--- src/rtl/ws2811_serializer_if.sv ---
// Signal bundle between the WS2811 serializer, the LED controller and the frame sequencer.
// The master modport is the serializer's view; the slave modport is the surrounding system's view.
interface ws2811_serializer_if;
  logic       start;
  logic [7:0] red;
  logic [7:0] green;
  logic [7:0] blue;
  logic [7:0] ledindex;
  logic       dout;
  logic       busy;
  logic       frame_done;

  modport master (
    input  start, red, green, blue,
    output ledindex, dout, busy, frame_done
  );

  modport slave (
    output start, red, green, blue,
    input  ledindex, dout, busy, frame_done
  );
endinterface

--- src/rtl/ws2811_serializer.sv ---
// WS2811 single-wire serializer: walks ledindex through the strip and emits 24-bit pulse-width coded words.
// Optional macro WS2811_GRB_ORDER_EN loads words as G,R,B instead of the default R,G,B.
module ws2811_serializer #(
  parameter int NUM_LEDS     = 50,
  parameter int BIT_CYCLES   = 63,
  parameter int T0H_CYCLES   = 13,
  parameter int T1H_CYCLES   = 30,
  parameter int RESET_CYCLES = 2500
) (
  input  logic                 clk,
  input  logic                 reset,
  ws2811_serializer_if.master  bus
);

  localparam int CW = (BIT_CYCLES > 2) ? $clog2(BIT_CYCLES) : 2;
  localparam int RW = (RESET_CYCLES > 1) ? $clog2(RESET_CYCLES) : 1;

  localparam logic [CW-1:0] BIT_LAST = CW'(BIT_CYCLES - 1);
  localparam logic [CW-1:0] T0H      = CW'(T0H_CYCLES);
  localparam logic [CW-1:0] T1H      = CW'(T1H_CYCLES);
  localparam logic [CW-1:0] PRIME_LAST = CW'(1);
  localparam logic [RW-1:0] RST_LAST = RW'(RESET_CYCLES - 1);
  localparam logic [7:0]    LED_LAST = 8'(NUM_LEDS - 1);

  typedef enum logic [1:0] {
    IDLE,
    PRIME,
    SHIFT,
    LATCH
  } state_t;

  state_t        state_q, state_d;
  logic [CW-1:0] cyc_q, cyc_d;
  logic [4:0]    bit_q, bit_d;
  logic [7:0]    led_q, led_d;
  logic [7:0]    idx_q, idx_d;
  logic [23:0]   sh_q, sh_d;
  logic [RW-1:0] rcnt_q, rcnt_d;
  logic          dout_q, dout_d;
  logic          busy_q, busy_d;
  logic          done_q, done_d;

  logic [23:0]   load_word;
  logic [CW-1:0] cyc_inc;
  logic [CW-1:0] high_len;
  logic [7:0]    led_next;

`ifdef WS2811_GRB_ORDER_EN
  assign load_word = {bus.green, bus.red, bus.blue};
`else
  assign load_word = {bus.red, bus.green, bus.blue};
`endif

  assign cyc_inc  = cyc_q + CW'(1);
  assign high_len = sh_q[23] ? T1H : T0H;
  assign led_next = led_q + 8'd1;

  // dout_d always describes the cycle about to start, so the line itself stays a bare flop.
  always_comb begin
    state_d = state_q;
    cyc_d   = cyc_q;
    bit_d   = bit_q;
    led_d   = led_q;
    idx_d   = idx_q;
    sh_d    = sh_q;
    rcnt_d  = rcnt_q;
    dout_d  = 1'b0;
    busy_d  = busy_q;
    done_d  = 1'b0;

    case (state_q)
      IDLE: begin
        busy_d = 1'b0;
        if (bus.start) begin
          state_d = PRIME;
          busy_d  = 1'b1;
          cyc_d   = '0;
          idx_d   = 8'd0;
        end
      end

      PRIME: begin
        if (cyc_q == PRIME_LAST) begin
          state_d = SHIFT;
          cyc_d   = '0;
          bit_d   = 5'd0;
          led_d   = 8'd0;
          sh_d    = load_word;
          idx_d   = (LED_LAST == 8'd0) ? 8'd0 : 8'd1;
          dout_d  = 1'b1;
        end else begin
          cyc_d = cyc_inc;
        end
      end

      SHIFT: begin
        if (cyc_q == BIT_LAST) begin
          cyc_d = '0;
          if (bit_q == 5'd23) begin
            if (led_q == LED_LAST) begin
              state_d = LATCH;
              rcnt_d  = '0;
            end else begin
              // New LED starts here: its data was prefetched, and the next index goes out now.
              led_d  = led_next;
              bit_d  = 5'd0;
              sh_d   = load_word;
              idx_d  = (led_next == LED_LAST) ? 8'd0 : led_q + 8'd2;
              dout_d = 1'b1;
            end
          end else begin
            bit_d  = bit_q + 5'd1;
            sh_d   = {sh_q[22:0], 1'b0};
            dout_d = 1'b1;
          end
        end else begin
          cyc_d  = cyc_inc;
          dout_d = (cyc_inc < high_len);
        end
      end

      LATCH: begin
        if (rcnt_q == RST_LAST) begin
          state_d = IDLE;
          rcnt_d  = '0;
          busy_d  = 1'b0;
          done_d  = 1'b1;
        end else begin
          rcnt_d = rcnt_q + RW'(1);
        end
      end

      default: begin
        state_d = IDLE;
        busy_d  = 1'b0;
      end
    endcase
  end

  always_ff @(posedge clk) begin
    if (reset) begin
      state_q <= IDLE;
      cyc_q   <= '0;
      bit_q   <= 5'd0;
      led_q   <= 8'd0;
      idx_q   <= 8'd0;
      sh_q    <= 24'd0;
      rcnt_q  <= '0;
      dout_q  <= 1'b0;
      busy_q  <= 1'b0;
      done_q  <= 1'b0;
    end else begin
      state_q <= state_d;
      cyc_q   <= cyc_d;
      bit_q   <= bit_d;
      led_q   <= led_d;
      idx_q   <= idx_d;
      sh_q    <= sh_d;
      rcnt_q  <= rcnt_d;
      dout_q  <= dout_d;
      busy_q  <= busy_d;
      done_q  <= done_d;
    end
  end

  assign bus.ledindex   = idx_q;
  assign bus.dout       = dout_q;
  assign bus.busy       = busy_q;
  assign bus.frame_done = done_q;

endmodule

--- src/flat_wrapper.sv ---
// flat-port wrapper written by rule: the top's interface ports become plain ports
module ws2811_serializer_flat 
#(
  parameter int NUM_LEDS     = 50,
  parameter int BIT_CYCLES   = 63,
  parameter int T0H_CYCLES   = 13,
  parameter int T1H_CYCLES   = 30,
  parameter int RESET_CYCLES = 2500
)
  (clk, reset, bus_start, bus_red, bus_green, bus_blue, bus_ledindex, bus_dout, bus_busy, bus_frame_done);
  ws2811_serializer_if bus_i ();
  input  logic clk;
  input  logic reset;
  input wire logic [$bits(bus_i.start)-1:0] bus_start;
  input wire logic [$bits(bus_i.red)-1:0] bus_red;
  input wire logic [$bits(bus_i.green)-1:0] bus_green;
  input wire logic [$bits(bus_i.blue)-1:0] bus_blue;
  output wire logic [$bits(bus_i.ledindex)-1:0] bus_ledindex;
  output wire logic [$bits(bus_i.dout)-1:0] bus_dout;
  output wire logic [$bits(bus_i.busy)-1:0] bus_busy;
  output wire logic [$bits(bus_i.frame_done)-1:0] bus_frame_done;
  assign bus_i.start = bus_start;
  assign bus_i.red = bus_red;
  assign bus_i.green = bus_green;
  assign bus_i.blue = bus_blue;
  assign bus_ledindex = bus_i.ledindex;
  assign bus_dout = bus_i.dout;
  assign bus_busy = bus_i.busy;
  assign bus_frame_done = bus_i.frame_done;
  ws2811_serializer #(.NUM_LEDS(NUM_LEDS), .BIT_CYCLES(BIT_CYCLES), .T0H_CYCLES(T0H_CYCLES), .T1H_CYCLES(T1H_CYCLES), .RESET_CYCLES(RESET_CYCLES)) u_core (.clk(clk), .reset(reset), .bus(bus_i));
endmodule
--- config.mk ---
export PLATFORM = sky130hd
export DESIGN_NAME = ws2811_serializer_flat
export DESIGN_NICKNAME = d
export VERILOG_FILES = /design/src/rtl/ws2811_serializer_if.sv /design/src/rtl/ws2811_serializer.sv /design/src/flat_wrapper.sv
export SDC_FILE = /design/constraint.sdc
export NUM_CORES = 1
export LEC_CHECK = 0
export CAP_MARGIN = 15
export CORE_UTILIZATION = 42
export DETAILED_ROUTE_END_ITERATION = 7
export PLACE_DENSITY_LB_ADDON = 0.12
export SETUP_SLACK_MARGIN = 0.02
export SLEW_MARGIN = 40
export SYNTH_ARGS = -nofsm -noshare
export SYNTH_HDL_FRONTEND = slang
export SYNTH_SLANG_ARGS = --single-unit
export TNS_END_PERCENT = 100
--- constraint.sdc ---
create_clock -name clk -period 2.3 [get_ports clk]
set_input_delay 0.46 -clock clk [delete_from_list [all_inputs] [get_ports clk]]
set_output_delay 0.46 -clock clk [all_outputs]
set_load 0.1 [all_outputs]
==> results.py <==
metrics = {
    "setup_path": {
        "path_buf_inv": 2,
        "cp_cell_sequence": "inv_1, ha_1, inv_1, a21oi_2, or3_1, or3_4, a21oi_2",
        "critical_path.top_delay_family": "simple AND/OR/NAND/NOR gates",
        "worstSetupPathType": "register to register",
        "max_stage_delay_ns": 0.39,
        "path_max_fanout": 10,
        "start_kind": "register",
        "slowest_stage": "or3_4",
        "crit_arrival_ns": 2.38,
        "critPathCaptureType": "register",
        "cp_data_required_time_ns": 2.58,
    },
    "timing": {
        "tns_ns": 0,
        "min_period_over_period_pct": 91.61,
        "finalSetupViolCount": 0,
        "hold_viol": 0,
        "fin_crit_ns": 2.107,
        "finClkSkew_ns": 0.008798,
        "drv_slew": 0,
        "max_slew_margin_pct": 67.72,
        "fin_hold_ws_ns": 0.4510,
        "fin_ws_ns": 0.1929,
        "fmax_mhz": 474.6,
        "worst_pin_slew_ns": 0.4819,
        "rsz0062_at_grt": "no",
    },
    "grt": {
        "grt_overflow": 0,
        "grt_max_degree": 39,
        "grtUsageMet3_pct": 6.016,
        "track_usage_pct": 19.59,
        "busiest_layer": "met2",
        "antenna_found_initial": 0,
        "grtUsageMet1_pct": 23.75,
        "grt_pass1_vias": 3081,
        "grt_pass1_wl_mm": 13.65,
        "grt_util_met2_pct": 32.60,
    },
    "finish": {
        "fin_nets": 544,
        "n_antenna_cell": 0,
        "drive_gt1_share_pct": 11.24,
        "instances_no_fill": 609,
        "synthToLayoutAreaGrowth_pct": 22.48,
        "final.fill_count": 764,
    },
    "place": {
        "dp_cells": 593,
        "io_buffers": 37,
        "pre_cts_ws_ns": 0.1983,
        "place.detailed.hpwl_mm": 5.628,
        "globalplace.congestion": 0.8372,
    },
    "clocking": {
        "cts_resized": 0,
        "cts_sinks": 68,
        "cts_made_buffers": 9,
        "cts_htree_levels": 3,
        "cts_tree": "done",
        "clk-insertion-delay-late_ns": 0.34,
        "clk_path_buf_depth": 2,
        "cts_root_buf": "clkbuf_8",
        "cts_setup_buffers": 0,
        "cts-hold-fix-buffers": 0,
        "clk_pin_slew_ns": 0.07,
    },
    "routing": {
        "dr.pass1.iters": 4,
        "route.detailed.drc": 0,
        "vias": 3256,
        "wl_per_cell_um": 13.00,
        "postRouteAntennaNets": 0,
        "drt-total-wl_mm": 7.914,
        "drtIter0Drc": 175,
        "vias_per_cell": 5.346,
    },
    "synthesis": {
        "synthMuxAreaShare_pct": 0.6056,
        "synth_top_family_by_area": "simple AND/OR/NAND/NOR gates",
        "synth_xor_area_share_pct": 5.985,
        "yosys.area_share.adder_pct": 5.344,
        "yosys_warnings": 0,
        "synthSimpleGateAreaFrac_pct": 26.65,
        "synth_edf_count": 0,
        "syn_nets": 501,
        "seq_area_frac_synth_pct": 38.76,
        "synth_compound_area_share_pct": 18.13,
        "ys_ff_latch": 68,
        "synth_top_cell_by_area": "dfxtp_1",
        "async_flop_share_pct": 0,
        "synth_area_um2": 3512,
        "syn_inst": 459,
        "synth_commonest_cells": "a21oi_1, nand2_1, dfxtp_1",
        "synth_area_per_cell_um2": 7.652,
        "yosys.area.top_type_share_pct": 38.76,
        "ys_types": 49,
        "synth_ff_type": "dfxtp_1",
        "synthTopCellsByArea": "dfxtp_1, a21oi_1, nand2_1, nor2_1, ha_1",
        "synth.most_common_cell": "a21oi_1",
    },
    "min_path": {
        "worstHoldPathType": "register to register",
    },
    "floorplanning": {
        "ios": 38,
        "die_y_um": 93.45,
        "die_x_um": 93.45,
        "num_rows": 32,
        "core_area_um2": 7888,
        "start_util_pct": 44.53,
        "dieArea_um2": 8732,
    },
    "power": {
        "p_per_area_nw_per_um2": 1011,
        "power.leakage_nw": 1.648,
        "ir_drop_mv": 0.5241,
    },
    "run_status": {
        "status": "finished clean",
    },
    "flow_run": {
        "drv_cap": 0,
    },
}
-- metal layers --
metal | part of all wire [%] | routed length (µm)
met3 | 4.3 | 337
met4 | 2.4 | 189
met1 | 46 | 3676
met2 | 47 | 3711
met5 | 0 | 0
-- cell families after synthesis --
group	Yosys count
and+or+nand+nor	204
adders and majority gates	15
AOI/OAI and AO/OA	111
muxes	2
DFF	68
xor gates and xnor gates	24
buffers and inverters	35
-- power by group --
part           leakage, nW  internal, mW  switching (mW)
clock network        0.131         0.861           0.444
registers            0.550          1.36           0.106
logic                0.967         0.578            1.00
-- final timing paths --
kind                          start                endpoint  slack, ns  depth (start not counted)
max               u_core.state_q[0]  u_core.bus.ledindex[7]       0.19                          7
min          u_core.bus.ledindex[1]  u_core.bus.ledindex[1]       0.45                          2
max reg2reg       u_core.state_q[0]  u_core.bus.ledindex[7]       0.19                          7
min reg2reg  u_core.bus.ledindex[1]  u_core.bus.ledindex[1]       0.45                          2
-- worst min-delay path: cells and delay by family, from the launching register on --
kind | cells | cell delay, ns
AND/OR/NAND/NOR | 1 | 0.05
flip-flops | 1 | 0.31
AO/OA/AOI/OAI | 1 | 0.05
-- registers in the layout (all words and copies together), names as in the netlist --
register and flops:
u_core.sh_q 24, u_core.rcnt_q 12, u_core.bus.ledindex 8, u_core.led_q 8, u_core.cyc_q 6, u_core.bit_q 5, u_core.state_q 2, u_core.bus.busy 1
u_core.bus.dout 1, u_core.bus.frame_done 1
-- cells in the final DEF, fill, tap and decap left out, drive strengths merged, types with 7 or more instances in the layout --
cell type | synthesis | routed
nand3 | 26 | 26
nor3 | 9 | 9
ha | 15 | 15
o21ai | 11 | 11
a22oi | 7 | 7
xor2 | 11 | 11
nand4 | 7 | 7
inv | 10 | 10
dfxtp | 68 | 68
a21oi | 76 | 76
clkdlybuf4s50 | 0 | 25
nand2 | 74 | 74
nor2 | 56 | 56
buf | 8 | 32
nor4 | 7 | 7
xnor2 | 13 | 13
clkbuf | 16 | 12
-- per-stage QoR --
stage	instance area, µm²	power, mW	utilization, %
2_1_floorplan	3512	2.608	-
3_3_place_gp	4036	3.047	51.17
3_5_place_dp	4036	3.063	51.17
4_1_cts	4302	4.385	54.54
5_1_grt	4302	4.633	54.54
6_report	4302	4.348	54.54
-- area by class of cell --
| cell class | count | area (µm²) | area share [%] |
|---|---|---|---|
| tap | 102 | 127.6 | 2.967 |
| timing repair buffer | 57 | 500.5 | 11.63 |
| sequential | 68 | 1361 | 31.65 |
| inverter | 10 | 37.54 | 0.8726 |
| clock buffer | 12 | 145.1 | 3.374 |
| clock inverter | 4 | 120.1 | 2.792 |
| multi-input combinational | 356 | 2009 | 46.71 |
(Power assumes the default switching activity.)
